[config.mk]
export PLATFORM = sky130hd
export DESIGN_NAME = alu_op_sequencer
export DESIGN_NICKNAME = d
export VERILOG_FILES = /design/src/rtl/alu_pkg.sv /design/src/rtl/alu_iter_counter.sv /design/src/rtl/alu_op_sequencer.sv
export SDC_FILE = /design/constraint.sdc
export NUM_CORES = 1
export LEC_CHECK = 0
export CAP_MARGIN = 20
export CORE_ASPECT_RATIO = 2
export CORE_MARGIN = 2
export CORE_UTILIZATION = 44
export CTS_CLUSTER_SIZE = 25
export DETAILED_ROUTE_END_ITERATION = 8
export GPL_TIMING_DRIVEN = 0
export PLACE_DENSITY = 0.79
export REMOVE_ABC_BUFFERS = 1
export SYNTH_ARGS = -nofsm -noshare
export SYNTH_HDL_FRONTEND = slang
export SYNTH_SLANG_ARGS = --single-unit
[constraint.sdc]
create_clock -name Clock -period 1.5 [get_ports Clock]
set_input_delay 0.45 -clock Clock [delete_from_list [all_inputs] [get_ports Clock]]
set_output_delay 0.45 -clock Clock [all_outputs]
set_load 0.02 [all_outputs]
[src/rtl/alu_pkg.sv]
// ---------------------------------------------------------------------------
// alu_pkg
// Shared types for the ALU operation sequencer.
//   alu_func_t  : function codes the external ALU understands
//                 (codes 4-7 are legal on the bus and make the ALU output 0)
//   seq_state_t : sequencer FSM states
// ---------------------------------------------------------------------------
package alu_pkg;

    typedef enum logic [2:0] {
        ALU_ADD = 3'd0,
        ALU_OR  = 3'd1,
        ALU_AND = 3'd2,
        ALU_CAT = 3'd3
    } alu_func_t;

    typedef enum logic [1:0] {
        IDLE = 2'd0,
        EXEC = 2'd1,
        DONE = 2'd2
    } seq_state_t;

endpackage

[src/rtl/alu_iter_counter.sv]
// ---------------------------------------------------------------------------
// alu_iter_counter
// Loadable down-counter that tracks how many ALU iterations remain.
// Ports:
//   clk        : rising-edge clock
//   rst_n      : asynchronous active-low reset, clears the count
//   load       : load load_value into the counter
//   load_value : iteration count for a new request
//   dec        : decrement by one (ignored while load is high)
//   terminal   : remaining == 1, so the current iteration is the last one
//   load_zero  : load_value == 0, evaluated combinationally on the load cycle
// ---------------------------------------------------------------------------
module alu_iter_counter #(
    parameter int CW = 4
) (
    input  logic          clk,
    input  logic          rst_n,
    input  logic          load,
    input  logic [CW-1:0] load_value,
    input  logic          dec,
    output logic          terminal,
    output logic          load_zero
);

    logic [CW-1:0] remaining;

    always_ff @(posedge clk or negedge rst_n) begin
        if (!rst_n) begin
            remaining <= '0;
        end else if (load) begin
            remaining <= load_value;
        end else if (dec) begin
            remaining <= remaining - 1'b1;
        end
    end

    assign terminal  = (remaining == CW'(1));
    assign load_zero = (load_value == '0);

endmodule

[src/rtl/alu_op_sequencer.sv]
// ---------------------------------------------------------------------------
// alu_op_sequencer
// Issues one accepted operation to the external combinational ALU for a
// programmable number of iterations and registers each 2N-bit result. In
// accumulate mode every iteration after the first takes operand B from the
// low N bits of the previous result.
// Ports:
//   Clock, Reset_b : rising-edge clock, asynchronous active-low reset
//   start          : request strobe, only looked at in IDLE
//   op_a, op_b     : operand A and initial operand B of the request
//   func           : ALU function code, passed through unchecked
//   acc_mode       : 1 = feed result[N-1:0] back as B after the first pass
//   count          : number of iterations, 0 allowed (completes immediately)
//   ALUout         : combinational result from the ALU
//   A, B, Function : operands and function code driven to the ALU
//   result         : registered ALU result
//   busy           : high from acceptance through the DONE cycle
//   done           : one-cycle completion pulse (coincides with DONE)
//   state          : current FSM state, for observation
//
// Handshake: a request is taken on a rising edge where state is IDLE and
// start is 1; busy rises on that edge and stays high until DONE ends, and
// start is ignored the whole time busy is high (no queueing).
// ---------------------------------------------------------------------------
module alu_op_sequencer
    import alu_pkg::*;
#(
    parameter int N  = 4,
    parameter int CW = 4
) (
    input  logic            Clock,
    input  logic            Reset_b,
    input  logic            start,
    input  logic [N-1:0]    op_a,
    input  logic [N-1:0]    op_b,
    input  logic [2:0]      func,
    input  logic            acc_mode,
    input  logic [CW-1:0]   count,
    input  logic [2*N-1:0]  ALUout,
    output logic [N-1:0]    A,
    output logic [N-1:0]    B,
    output logic [2:0]      Function,
    output logic [2*N-1:0]  result,
    output logic            busy,
    output logic            done,
    output seq_state_t      state
);

    logic [N-1:0] op_b_r;
    logic         acc_r;
    logic         first;
    logic         accept;
    logic         terminal;
    logic         load_zero;

    assign accept = (state == IDLE) && start;

    alu_iter_counter #(
        .CW (CW)
    ) u_counter (
        .clk        (Clock),
        .rst_n      (Reset_b),
        .load       (accept),
        .load_value (count),
        .dec        (state == EXEC),
        .terminal   (terminal),
        .load_zero  (load_zero)
    );

    // Feedback mux: the first iteration always uses the latched operand B;
    // later ones use the truncated result only in accumulate mode, so the
    // fed-back operand wraps modulo 2^N.
    assign B = (first || !acc_r) ? op_b_r : result[N-1:0];

    always_ff @(posedge Clock or negedge Reset_b) begin
        if (!Reset_b) begin
            state    <= IDLE;
            A        <= '0;
            op_b_r   <= '0;
            acc_r    <= 1'b0;
            Function <= '0;
            result   <= '0;
            first    <= 1'b0;
            busy     <= 1'b0;
            done     <= 1'b0;
        end else begin
            case (state)
                IDLE: begin
                    done <= 1'b0;
                    busy <= 1'b0;
                    if (start) begin
                        A        <= op_a;
                        op_b_r   <= op_b;
                        Function <= func;
                        acc_r    <= acc_mode;
                        first    <= 1'b1;
                        busy     <= 1'b1;
                        // A zero-count request completes without touching result.
                        if (load_zero) begin
                            state <= DONE;
                            done  <= 1'b1;
                        end else begin
                            state <= EXEC;
                        end
                    end
                end
                EXEC: begin
                    result <= ALUout;
                    first  <= 1'b0;
                    if (terminal) begin
                        state <= DONE;
                        done  <= 1'b1;
                    end
                end
                DONE: begin
                    done  <= 1'b0;
                    busy  <= 1'b0;
                    state <= IDLE;
                end
                default: begin
                    state <= IDLE;
                    done  <= 1'b0;
                    busy  <= 1'b0;
                end
            endcase
        end
    end

endmodule

# After elaboration in Yosys (flattened, before gate mapping)
# Index checks and enable logic that the tools add are counted.
[totals] regBits=29 inputBits=27 output_inout_bits=23 word_cells=40
[classes] n_addsub=1 eq_ne=4 muxes=15 reduce_logical=10
[ops] operator="two-way mux 4 bit" n=3
[ops] operator="two-way mux 2 bit" n=3
[ops] operator="case mux 1 bit (2 select lines)" n=3
[ops] operator="AND reduction 2 bit" n=3
[ops] operator="two-way mux 1 bit" n=5
[ops] operator="equality test 4 x 1 -> 1 bit (second input constant)" n=1
[ops] operator="zero test 4 bit" n=1
[ops] operator="inequality test 2 bit (second input constant)" n=2
[ops] operator="case mux 2 bit (2 select lines)" n=1
[ops] operator="nonzero test 2 bit" n=2
[ops] operator="subtractor 4 x 1 -> 4 bit (second input constant)" n=1
[ops] operator="equality test 2 x 1 -> 1 bit (second input constant)" n=1
[ops] operator="zero test 2 bit" n=1
[ops] operator="logical AND 1 bit" n=1
[ops] operator="zero test 1 bit" n=1
[ops] operator="logical OR 1 bit" n=1

# Depth between registers and ports, before layout
# Gate-level depths: netlist of the first run.
[depth] word_depth=4 mapped_depth=6 ltp_nobuf=5

# Cells and area by module
# A second synthesis of the first run with hierarchy kept.
[unflattened] cells_unflattened=90 hier_area_um2=1271.2
[modules_own_cells] mod="alu_op_sequencer" n_inst=1 cells_per_inst=67 area_per_inst_um2=1022.2 seq_area_each_um2=625.6
[modules_own_cells] mod="alu_iter_counter" n_inst=1 cells_per_inst=23 area_per_inst_um2=249.0 seq_area_each_um2=100.1

# Worst setup path after synthesis of the first run
# No wires, ideal clock.
[synth_path] kind="reg-to-reg" from="register state[0]" to="register A[0]" setup_ns=0.125 t_arrival_ns=1.396 required_ns=1.375 setup_slack_ns=-0.021 stages_incl_launch_ff=5 synth_period_minus_slack_ns=1.521 path_cell_list="dfrtp_1 buf_6 nor3b_4 buf_12 mux2_4"
[synth_between] elab_chain_cells=2
[synth_rtl] element="start, declared" line="alu_op_sequencer.sv:46" source="output seq_state_t state"
[synth_rtl] element="start signal, assigned" line="alu_op_sequencer.sv:77" source="state <= IDLE;"
[synth_rtl] element="start signal, assigned" line="alu_op_sequencer.sv:100" source="state <= DONE;"
[synth_rtl] element="start signal, assigned" line="alu_op_sequencer.sv:103" source="state <= EXEC;"
[synth_rtl] element="zero test 2 bit" line="alu_op_sequencer.sv:87" source="case (state)"
[synth_rtl] element="AND reduction 2 bit (no line)"
[synth_rtl] element="end signal, assigned" line="alu_op_sequencer.sv:92" source="A <= op_a;"
[synth_rtl] element="end, declared" line="alu_op_sequencer.sv:40" source="output logic [N-1:0] A,"
# No other way between the ends.
# A chain may end at the register's enable or synchronous reset.

# Worst setup path in the final report of the first run
[layout_path] from="register first" to="output B[2]"
[layout_between] elab_chain_cells=2
[layout_rtl] element="start, declared" line="alu_op_sequencer.sv:51" source="logic first;"
[layout_rtl] element="start signal, assigned" line="alu_op_sequencer.sv:83" source="first <= 1'b0;"
[layout_rtl] element="start signal, assigned" line="alu_op_sequencer.sv:96" source="first <= 1'b1;"
[layout_rtl] element="start signal, assigned" line="alu_op_sequencer.sv:109" source="first <= 1'b0;"
[layout_rtl] element="logical OR 1 bit" line="alu_op_sequencer.sv:73" source="assign B = (first || !acc_r) ? op_b_r : result[N-1:0];"
[layout_rtl] element="two-way mux 4 bit" line="alu_op_sequencer.sv:73"
[layout_rtl] element="end, declared" line="alu_op_sequencer.sv:41" source="output logic [N-1:0] B,"
# No other way between the ends.

==> run metrics, run 1 <==
Core ar. 2980 um2; cts hold-fix bufs 0; hpwl dp 2.26 mm; worst vdd ir 1310 uV; status complete, but fails checks; clk sinks 29; first-pass GRT wire length slightly above 5 mm; area delta synth->final 51.1%; syn_area_per_cell between 10 and 15 um2; minimum clock period around 1.8 ns; Initial Util 0.461; final period utilization 1.21; failing checks setup timing; synthesized area 1370 um2; Max Cap Viol 0; Reg2Reg Depth 4; gr usage total 0.193; WS Path Type register to primary output; total die area 3610 um2; Setup crit start kind register; drt wl/cell between 15 and 20 um; fin nets 192; Final Hold Viols 0; number of global-route vias before repair 1093; Setup WS post-layout -0.310 ns; initial antenna violation count 0; DRC 0; number of synthesized register bits 29; ANT nets after route 0; routed vias 1051; Vias/cell 5.42; H-tree lvl count 2; Yosys warnings 0; die height 83.0 um; share of cells above drive strength 1 0.335; Clk Latency, worst-skew pair 0.28 ns; Critical Path Fanout Max 4; reg2reg start state[1]; Slew Viols, Final 0; Min-Delay Path Class primary input to asynchronous set/reset pin; # setup viols final 4; PortBufs 49; fin util 0.697; Critical Path End Type primary output; commonest non-fill, non-tap cell in the layout dfrtp_1; Max Root-Sink Buffers 2; P per Cell Area 2220 nW/um2; most frequent cells in the layout 27 x dfrtp_1, 25 x clkdlybuf4s50_1, 16 x mux2_4, 16 x dlygate4sd2_1, 10 x nor2_1; fmax 553 MHz; Worst Clk Skew 0.00260 ns; Rows 28; GRT overflow 0; WP data arrival 1.36 ns; Seq/Total Area, Yosys 0.528; Final Hold Slack 0.501 ns; RSZ-0062 raised after global routing true; I/O pin count 50; pre-CTS worst setup slack -1.02 ns; drt pass-1 iters 4; Worst-Margin Slew about 0.49 ns; largest net degree at the start of global routing 21; worst relative slew slack 0.670; gpl congestion 0.832; final antenna diode count 0; final WL 3.29 mm; leakage 0.940 nW; synthesized instance count 105; First DRT Iteration DRCs 13; TritonCTS buffer count 5; CTS clk-pin slew, worst paths 0.06 ns; Worst EP required 1.05 ns; reg-to-reg critical path endpoint A[0]; R2R Setup Slk 0 ns; CTS tree built; Netlist cell types 33; die width 43.5 um; root buffer cell clkbuf_8
==> cells by family after synthesis <==
logic type	count (synthesis)	share of synthesized area
flip-flops	29	0.528
multiplexers	24	0.219
adder cells (fa/ha/maj)	2	0.0182
buffers and inverters	11	0.0565
AND/OR/NAND/NOR	22	0.0884
AO/OA/AOI/OAI	17	0.0902
==> through the flow <==
stage | cell area, um2 | instances | TNS [ns] | total power, mW
2_1_floorplan | 1320 | 99 | -3.03 | 2.82
4_1_cts | 2000 | 190 | -1.26 | 4.49
6_report | 2080 | 194 | -1.23 | 4.61
5_1_grt | 2080 | 194 | -1.70 | 4.88
3_5_place_dp | 1860 | 179 | -20.29 | 3.83
3_3_place_gp | 1840 | 178 | -33.69 | 3.75
==> layout make-up <==
cell class | count | area [um2]
sequential | 29 | 728
fill | 198 | 902
multi-input combinational | 65 | 633
inverter | 5 | 18.8
timing repair buffer | 57 | 578
tap | 30 | 37.5
clock buffer | 8 | 80.1
==> metal layers <==
| metal | track usage | share of wire |
|---|---|---|
| met5 | 0 | 0 |
| met4 | 0.0882 | 0.020 |
| met3 | 0.0630 | 0.056 |
| met2 | 0.316 | 0.57 |
| met1 | 0.218 | 0.35 |
==> synthesized netlist by cell type <==
| cell type | number | area (um2) |
|---|---|---|
| a31oi_1 | 1 | 6.26 |
| o211ai_1 | 1 | 7.51 |
| nor3_1 | 1 | 5.00 |
| buf_2 | 1 | 5.00 |
| buf_6 | 2 | 22.5 |
| inv_1 | 5 | 18.8 |
| nor2b_1 | 2 | 12.5 |
| mux2_4 | 8 | 120 |
| o311a_2 | 1 | 11.3 |
| a32oi_1 | 1 | 8.76 |
| o221a_2 | 1 | 11.3 |
| dfrtp_1 | 29 | 726 |
| ha_1 | 2 | 25.0 |
| clkbuf_1 | 1 | 3.75 |
| nor2_1 | 10 | 37.5 |
| mux2_2 | 16 | 180 |
| o22a_2 | 1 | 10.0 |
| a21oi_1 | 5 | 25.0 |
| nand2_1 | 3 | 11.3 |
| nand3b_1 | 1 | 7.51 |
| o32ai_1 | 1 | 8.76 |
| nor3b_1 | 1 | 7.51 |
| nor4_1 | 1 | 6.26 |
| o21ai_1 | 1 | 5.00 |
| buf_4 | 1 | 7.51 |
| a211oi_1 | 1 | 7.51 |
| nor2b_2 | 1 | 8.76 |
| buf_12 | 1 | 20.0 |
| nor3b_4 | 1 | 18.8 |
| o21ai_0 | 1 | 5.00 |
| nand2b_1 | 1 | 6.26 |
| o21a_1 | 1 | 7.51 |
| a22o_2 | 1 | 10.0 |
==> registers in the layout, summed over array words and instances (netlist names) <==
signal / flops
u_counter.remaining: 4
A: 4
Function: 3
result: 8
busy: 1
acc_r: 1
done: 1
state: 2
first: 1
op_b_r: 4
==> how the worst max path moves through the flow <==
stage,slack (ns),from,endpoint
final,-0.31,first,B[2]
after global routing,-0.36,first,B[1]
after floorplan,-0.20,state[0],A[3]
after global placement,-0.99,start,Function[1]
after CTS,-0.32,first,B[3]
after detailed placement,-1.02,start,Function[1]
==> critical path: stages (launching register included) <==
cell and delay (ns):
dfrtp_1 0.41, nor2b_4 0.21, mux2_4 0.33, buf_6 0.13
==> report_power, final <==
group          switching (mW)  internal [mW]  total, mW
Sequential              0.294           1.18       1.48
Clock                   0.285          0.329      0.614
Combinational            1.15           1.37       2.52
Total                    1.73           2.88       4.61
==> timing repair <==
action	4_1_cts	5_1_grt
pin swaps	0	1
cloned	0	1
setup buffers	3	3
resized for setup	59	10
endpoints found under the setup margin	51	19
(Power assumes the default switching activity.)
==> run 2: changes to the inputs <==
- CORE_ASPECT_RATIO: 2 -> 0.9
- CORE_MARGIN: 2 -> not set
- CTS_CLUSTER_SIZE: 25 -> not set
==> run metrics, run 2 (same netlist as run 1, synthesis figures left out) <==
status complete, but fails checks; failing checks setup timing; Buf/Inv on CP 1 (unchanged); combinational group share of total power 0.561 (+0.014); fin nets 194 (+1.0%); PortBufs 49 (unchanged); drt pass-1 iters 4 (unchanged); first-pass GRT wire length 4.71 mm (-8.5%); WS Path Type register to primary output; gr usage total 0.205 (+0.0120); ANT nets after route 0 (unchanged); Clock Power Share 0.117 (-0.016); H-tree lvl count 2 (unchanged); GRT overflow 0 (unchanged); Slowest cell on crit path dfrtp_1; total die area 3350 um2 (-7.3%); leakage 0.941 nW (about the same); R2R Setup Slk -0.01 ns (about the same); number of global-route vias before repair 1055 (-3.5%); Critical Path End Type primary output; commonest non-fill, non-tap cell in the layout dfrtp_1; Final Hold Slack 0.502 ns (+0.00101 ns); area delta synth->final 49.6%; Critical Path Fanout Max 4 (unchanged); Worst-Margin Slew 0.677 ns (+0.184 ns); Worst EP required 1.05 ns (about the same); TNS Setup -1.42 ns (-0.188 ns); Switch Pwr 1.80 mW (+3.7%); Rows 18 (-36%); Max Root-Sink Buffers 2 (unchanged); Clk Latency, worst-skew pair 0.32 ns (+0.04 ns); cts hold-fix bufs 0 (unchanged); DRC 0 (unchanged); share of cells above drive strength 1 0.428 (+0.0923); RSZ-0062 raised after global routing true; largest net degree at the start of global routing 18 (-14%); max reg flops 8 (unchanged); CTS tree built; die width 60.9 um (+40%); Largest Register result; root buffer cell clkbuf_4; total power 4.62 mW (+0.21%); Max Cap Viol 0 (unchanged); fmax 539 MHz (-2.4%); gpl congestion 0.778 (-6.4%); most frequent cells in the layout 27 x dfrtp_1, 25 x clkdlybuf4s50_1, 16 x mux2_4; First DRT Iteration DRCs 46 (+33); Setup crit start kind register; FF/Latch Area 728 um2 (unchanged); crit path cell chain nor2b_4 > mux2_4 > buf_6; minimum clock period 1.85 ns (+0.0449 ns); Fill cells 193 (-2.5%); Pint 2.82 mW (-1.9%); Min-Delay Path Class register to register; initial antenna violation count 0 (unchanged); clk sinks 29 (unchanged); TritonCTS buffer count 5 (unchanged); I/O pin count 50 (unchanged); final period utilization 1.24 (+0.0299); Vias/cell 5.33 (-1.7%); Multi-input gate area 624 um2 (-1.4%); final antenna diode count 0 (unchanged); CP max stage delay 0.42 ns (about the same); worst relative slew slack 0.547 (-0.123); Flop pwr share 0.323 (+0.003); Slew Viols, Final 0 (unchanged); CTS clk-pin slew, worst paths 0.09 ns (+0.03 ns); WP data arrival 1.40 ns (+0.04 ns); fin util 0.719 (+0.0217); hpwl dp 2.38 mm (+5.2%); Core ar. 2860 um2 (-3.9%); Crit path max-delay family flip-flops; die height 55.0 um (-34%); drt wl/cell 17.8 um (+5.3%); Initial Util 0.480 (+0.0190); final WL 3.68 mm (+12%); routed vias 1097 (+4.4%); sw frac 0.389 (+0.0133); P per Cell Area 2250 nW/um2 (+1.2%); worst vdd ir 1200 uV (-8.5%); # setup viols final 7 (+3); Worst Clk Skew 0.00544 ns (+0.00285 ns); Setup WS post-layout -0.355 ns (-0.0449 ns); Final Hold Viols 0 (unchanged)
==> run 2: through the flow <==
stage / area, um2 / setup WS, ns / instances
after floorplan: 1320 / -0.195 / 99
after global placement: 1860 / -0.972 / 188
after detailed placement: 1880 / -1.02 / 189
after CTS: 2030 / -0.368 / 201
after global routing: 2060 / -0.410 / 206
final: 2060 / -0.355 / 206
==> run 2: worst reg2reg max path, cell delays in order (launching register included) <==
cell	delay, ns
dfrtp_2	0.45
buf_6	0.14
nor3b_4	0.30
clkbuf_16	0.22
mux2_4	0.30
==> run 2: path summary, 6_finish.rpt <==
check	start	endpoint	depth (start not counted)
setup / recovery	first	B[1]	3
hold / removal	busy	busy	2
setup reg to reg	state[1]	op_b_r[3]	4
hold reg to reg	busy	busy	2
max in group asynchronous	Reset_b	acc_r	2
min in group asynchronous	Reset_b	Function[0]	1
==> run 2: area by class of cell <==
class / instances / area share
multi-input cells: 65 / 0.304
flip-flops and latches: 29 / 0.354
clock buffers: 7 / 0.0316
well taps: 40 / 0.0243
repair buffers: 59 / 0.274
clock inverters: 1 / 0.00243
inverters: 5 / 0.00913
==> run 2: per-layer routing <==
layer / global-route usage / up-vias / wire length, um
li1: - / 490 / -
met1: 0.219 / 536 / 1410
met2: 0.372 / 53 / 1990
met3: 0.0512 / 18 / 142
met4: 0.114 / 0 / 136
met5: 0 / - / 0
==> run 2: timing repair <==
action / in CTS / in global routing
pin swaps: 0 / 1
gates resized for setup: 67 / 32
setup buffers: 4 / 4
endpoints found under the hold margin: 0 / 0
cloned: 0 / 1
setup endpoints to repair: 51 / 28
==> run 2: power by group through the flow <==
stage,logic (mW),registers (mW),clock network [mW]
global placement,2.25,1.47,0
CTS,2.46,1.47,0.553
finish,2.59,1.49,0.539
detailed placement,2.34,1.51,0
floorplan,1.07,1.76,0
global route,2.74,1.54,0.590
==> run 3: changes to the inputs <==
- CAP_MARGIN: 20 -> not set
==> run metrics, run 3 (same netlist as run 1, synthesis figures left out) <==
max reg flops 8 (unchanged); combinational group share of total power 0.568 (+0.007); P per Cell Area 2240 nW/um2 (-0.13%); Worst Clk Skew 0.00844 ns (+0.00300 ns); fin nets 194 (unchanged); clk sinks 29 (unchanged); Buf/Inv on CP 1 (unchanged); ANT nets after route 0 (unchanged); First DRT Iteration DRCs 25 (-46%); Largest Register result; area delta synth->final 47.6%; CTS clk-pin slew, worst paths 0.08 ns (about the same); placed cell count 188 (-0.53%); Slew Viols, Final 0 (unchanged); routed vias 1093 (-0.36%); Critical Path Fanout Max 4 (unchanged); Initial Util 0.480 (unchanged); CP Depth 3 (unchanged); Max Cap Viol 0 (unchanged); Core ar. 2860 um2 (unchanged); most frequent cells in the layout 27 x dfrtp_1, 24 x clkdlybuf4s50_1, 16 x mux2_4; I/O pin count 50 (unchanged); final period utilization 1.24 (+0.00753); sw frac 0.388 (-0.00157); Fill cells 223 (+16%); Final Cell Area 2030 um2 (-1.3%); Clk Latency, worst-skew pair 0.33 ns (about the same); largest net degree at the start of global routing 30 (+12); die width 60.9 um (unchanged); commonest non-fill, non-tap cell in the layout dfrtp_1; drt wl/cell 17.2 um (-3.7%); TritonCTS buffer count 5 (unchanged); Min-Delay Path Class primary input to asynchronous set/reset pin; number of global-route vias before repair 1044 (-1.0%); worst vdd ir 1190 uV (-0.88%); first-pass GRT wire length 4.68 mm (-0.57%); root buffer cell clkbuf_4; Slowest cell on crit path dfrtp_1; hpwl dp 2.25 mm (-5.2%); Flop pwr share 0.328 (+0.005); fin cells 205 (-0.49%); initial antenna violation count 0 (unchanged); drt pass-1 iters 4 (unchanged); WP data arrival 1.42 ns (+0.02 ns); Placed Area 1860 um2 (-1.5%); CTS tree built; failing checks setup timing; Final Hold Slack 0.134 ns (-0.368 ns); Crit path max-delay family flip-flops; Switch Pwr 1.76 mW (-1.9%); Rows 18 (unchanged); Critical Path End Type primary output; TNS Setup -1.60 ns (-0.181 ns); Vias/cell 5.33 (+0.12%); Worst-Margin Slew 0.622 ns (-0.0548 ns); DRC 0 (unchanged); H-tree lvl count 2 (unchanged); gr usage total 0.204 (-0.000299); die height 55.0 um (unchanged); Max Root-Sink Buffers 2 (unchanged); leakage 0.922 nW (-2.0%); total die area 3350 um2 (unchanged); fmax 536 MHz (-0.61%); final antenna diode count 0 (unchanged); Setup WS post-layout -0.366 ns (-0.0113 ns); final WL 3.52 mm (-4.1%); minimum clock period 1.87 ns (+0.0113 ns); Reg2Reg Depth 4 (unchanged); # setup viols final 10 (+3); worst relative slew slack 0.585 (+0.0380); Final Hold Viols 0 (unchanged); WS Path Type register to primary output; PortBufs 49 (unchanged); Worst EP required 1.05 ns (about the same); GRT overflow 0 (unchanged); CP max stage delay 0.42 ns (about the same); status complete, but fails checks; Setup crit start kind register; gpl congestion 0.778 (unchanged); Clock Power Share 0.104 (-0.013); share of cells above drive strength 1 0.412 (-0.0156); RSZ-0062 raised after global routing true; crit path cell chain nor2b_4 > mux2_4 > buf_6; Pint 2.79 mW (-1.2%)
## run 3: cell types whose count changed in the layout (fill, tap and decap cells not counted)
cell / before / now
clkdlybuf4s15_1: 6 / 9
inv_2: 0 / 1
buf_16: 1 / 0
clkbuf_2: 12 / 9
buf_2: 1 / 3
clkinv_2: 1 / 0
clkdlybuf4s50_1: 25 / 24
clkbuf_1: 0 / 1
inv_1: 5 / 4
clkbuf_8: 2 / 1
## run 3: worst paths after layout
check,startpoint,slack (ns),endpoint
worst min-delay path,Reset_b,0.13,done
max in group asynchronous,Reset_b,0.92,state[1]
worst max register to register,state[1],-0.04,acc_r
worst max-delay path,first,-0.37,B[3]
worst min register to register,busy,0.50,busy
min in group Clock,busy,0.50,busy
## run 3: per-layer routing
metal  vias to the layer above  share of wire  GRT usage  wire, um
li1                        493              -          -         -
met1                       539           0.38      0.216      1330
met2                        46           0.55      0.375      1930
met3                        15          0.037     0.0488       132
met4                         0          0.035      0.117       125
met5                         -              0          0         0
## run 3: metrics by stage
step	total power [mW]	setup WS, ns	utilization
after floorplan	2.82	-0.195	-
after global placement	3.73	-0.972	0.649
after detailed placement	3.83	-1.02	0.649
after CTS	4.38	-0.371	0.693
after global routing	4.81	-0.410	0.709
final	4.55	-0.366	0.709
## run 3: layout make-up
| class | instances | area (um2) | share of cell area |
|---|---|---|---|
| Clock buffer | 7 | 55.1 | 0.0271 |
| Inverter | 5 | 18.8 | 0.00925 |
| Timing Repair Buffer | 59 | 552 | 0.272 |
| Sequential cell | 29 | 728 | 0.359 |
| Multi-Input combinational cell | 65 | 624 | 0.308 |
| Tap cell | 40 | 50.0 | 0.0247 |
## run 3: power groups by stage
| stage | Combinational [mW] | Clock (mW) | Sequential (mW) |
|---|---|---|---|
| after detailed placement | 2.32 | 0 | 1.51 |
| after global placement | 2.25 | 0 | 1.47 |
| final | 2.59 | 0.472 | 1.49 |
| after CTS | 2.43 | 0.483 | 1.47 |
| after global routing | 2.74 | 0.517 | 1.55 |
| after floorplan | 1.07 | 0 | 1.76 |
## run 3: timing repair
action,4_1_cts,5_1_grt
hold buffers,0,0
pin swaps,0,1
resized for setup,66,31
buffers inserted,4,5
cloned,0,1
endpoints found under the setup margin,80,34
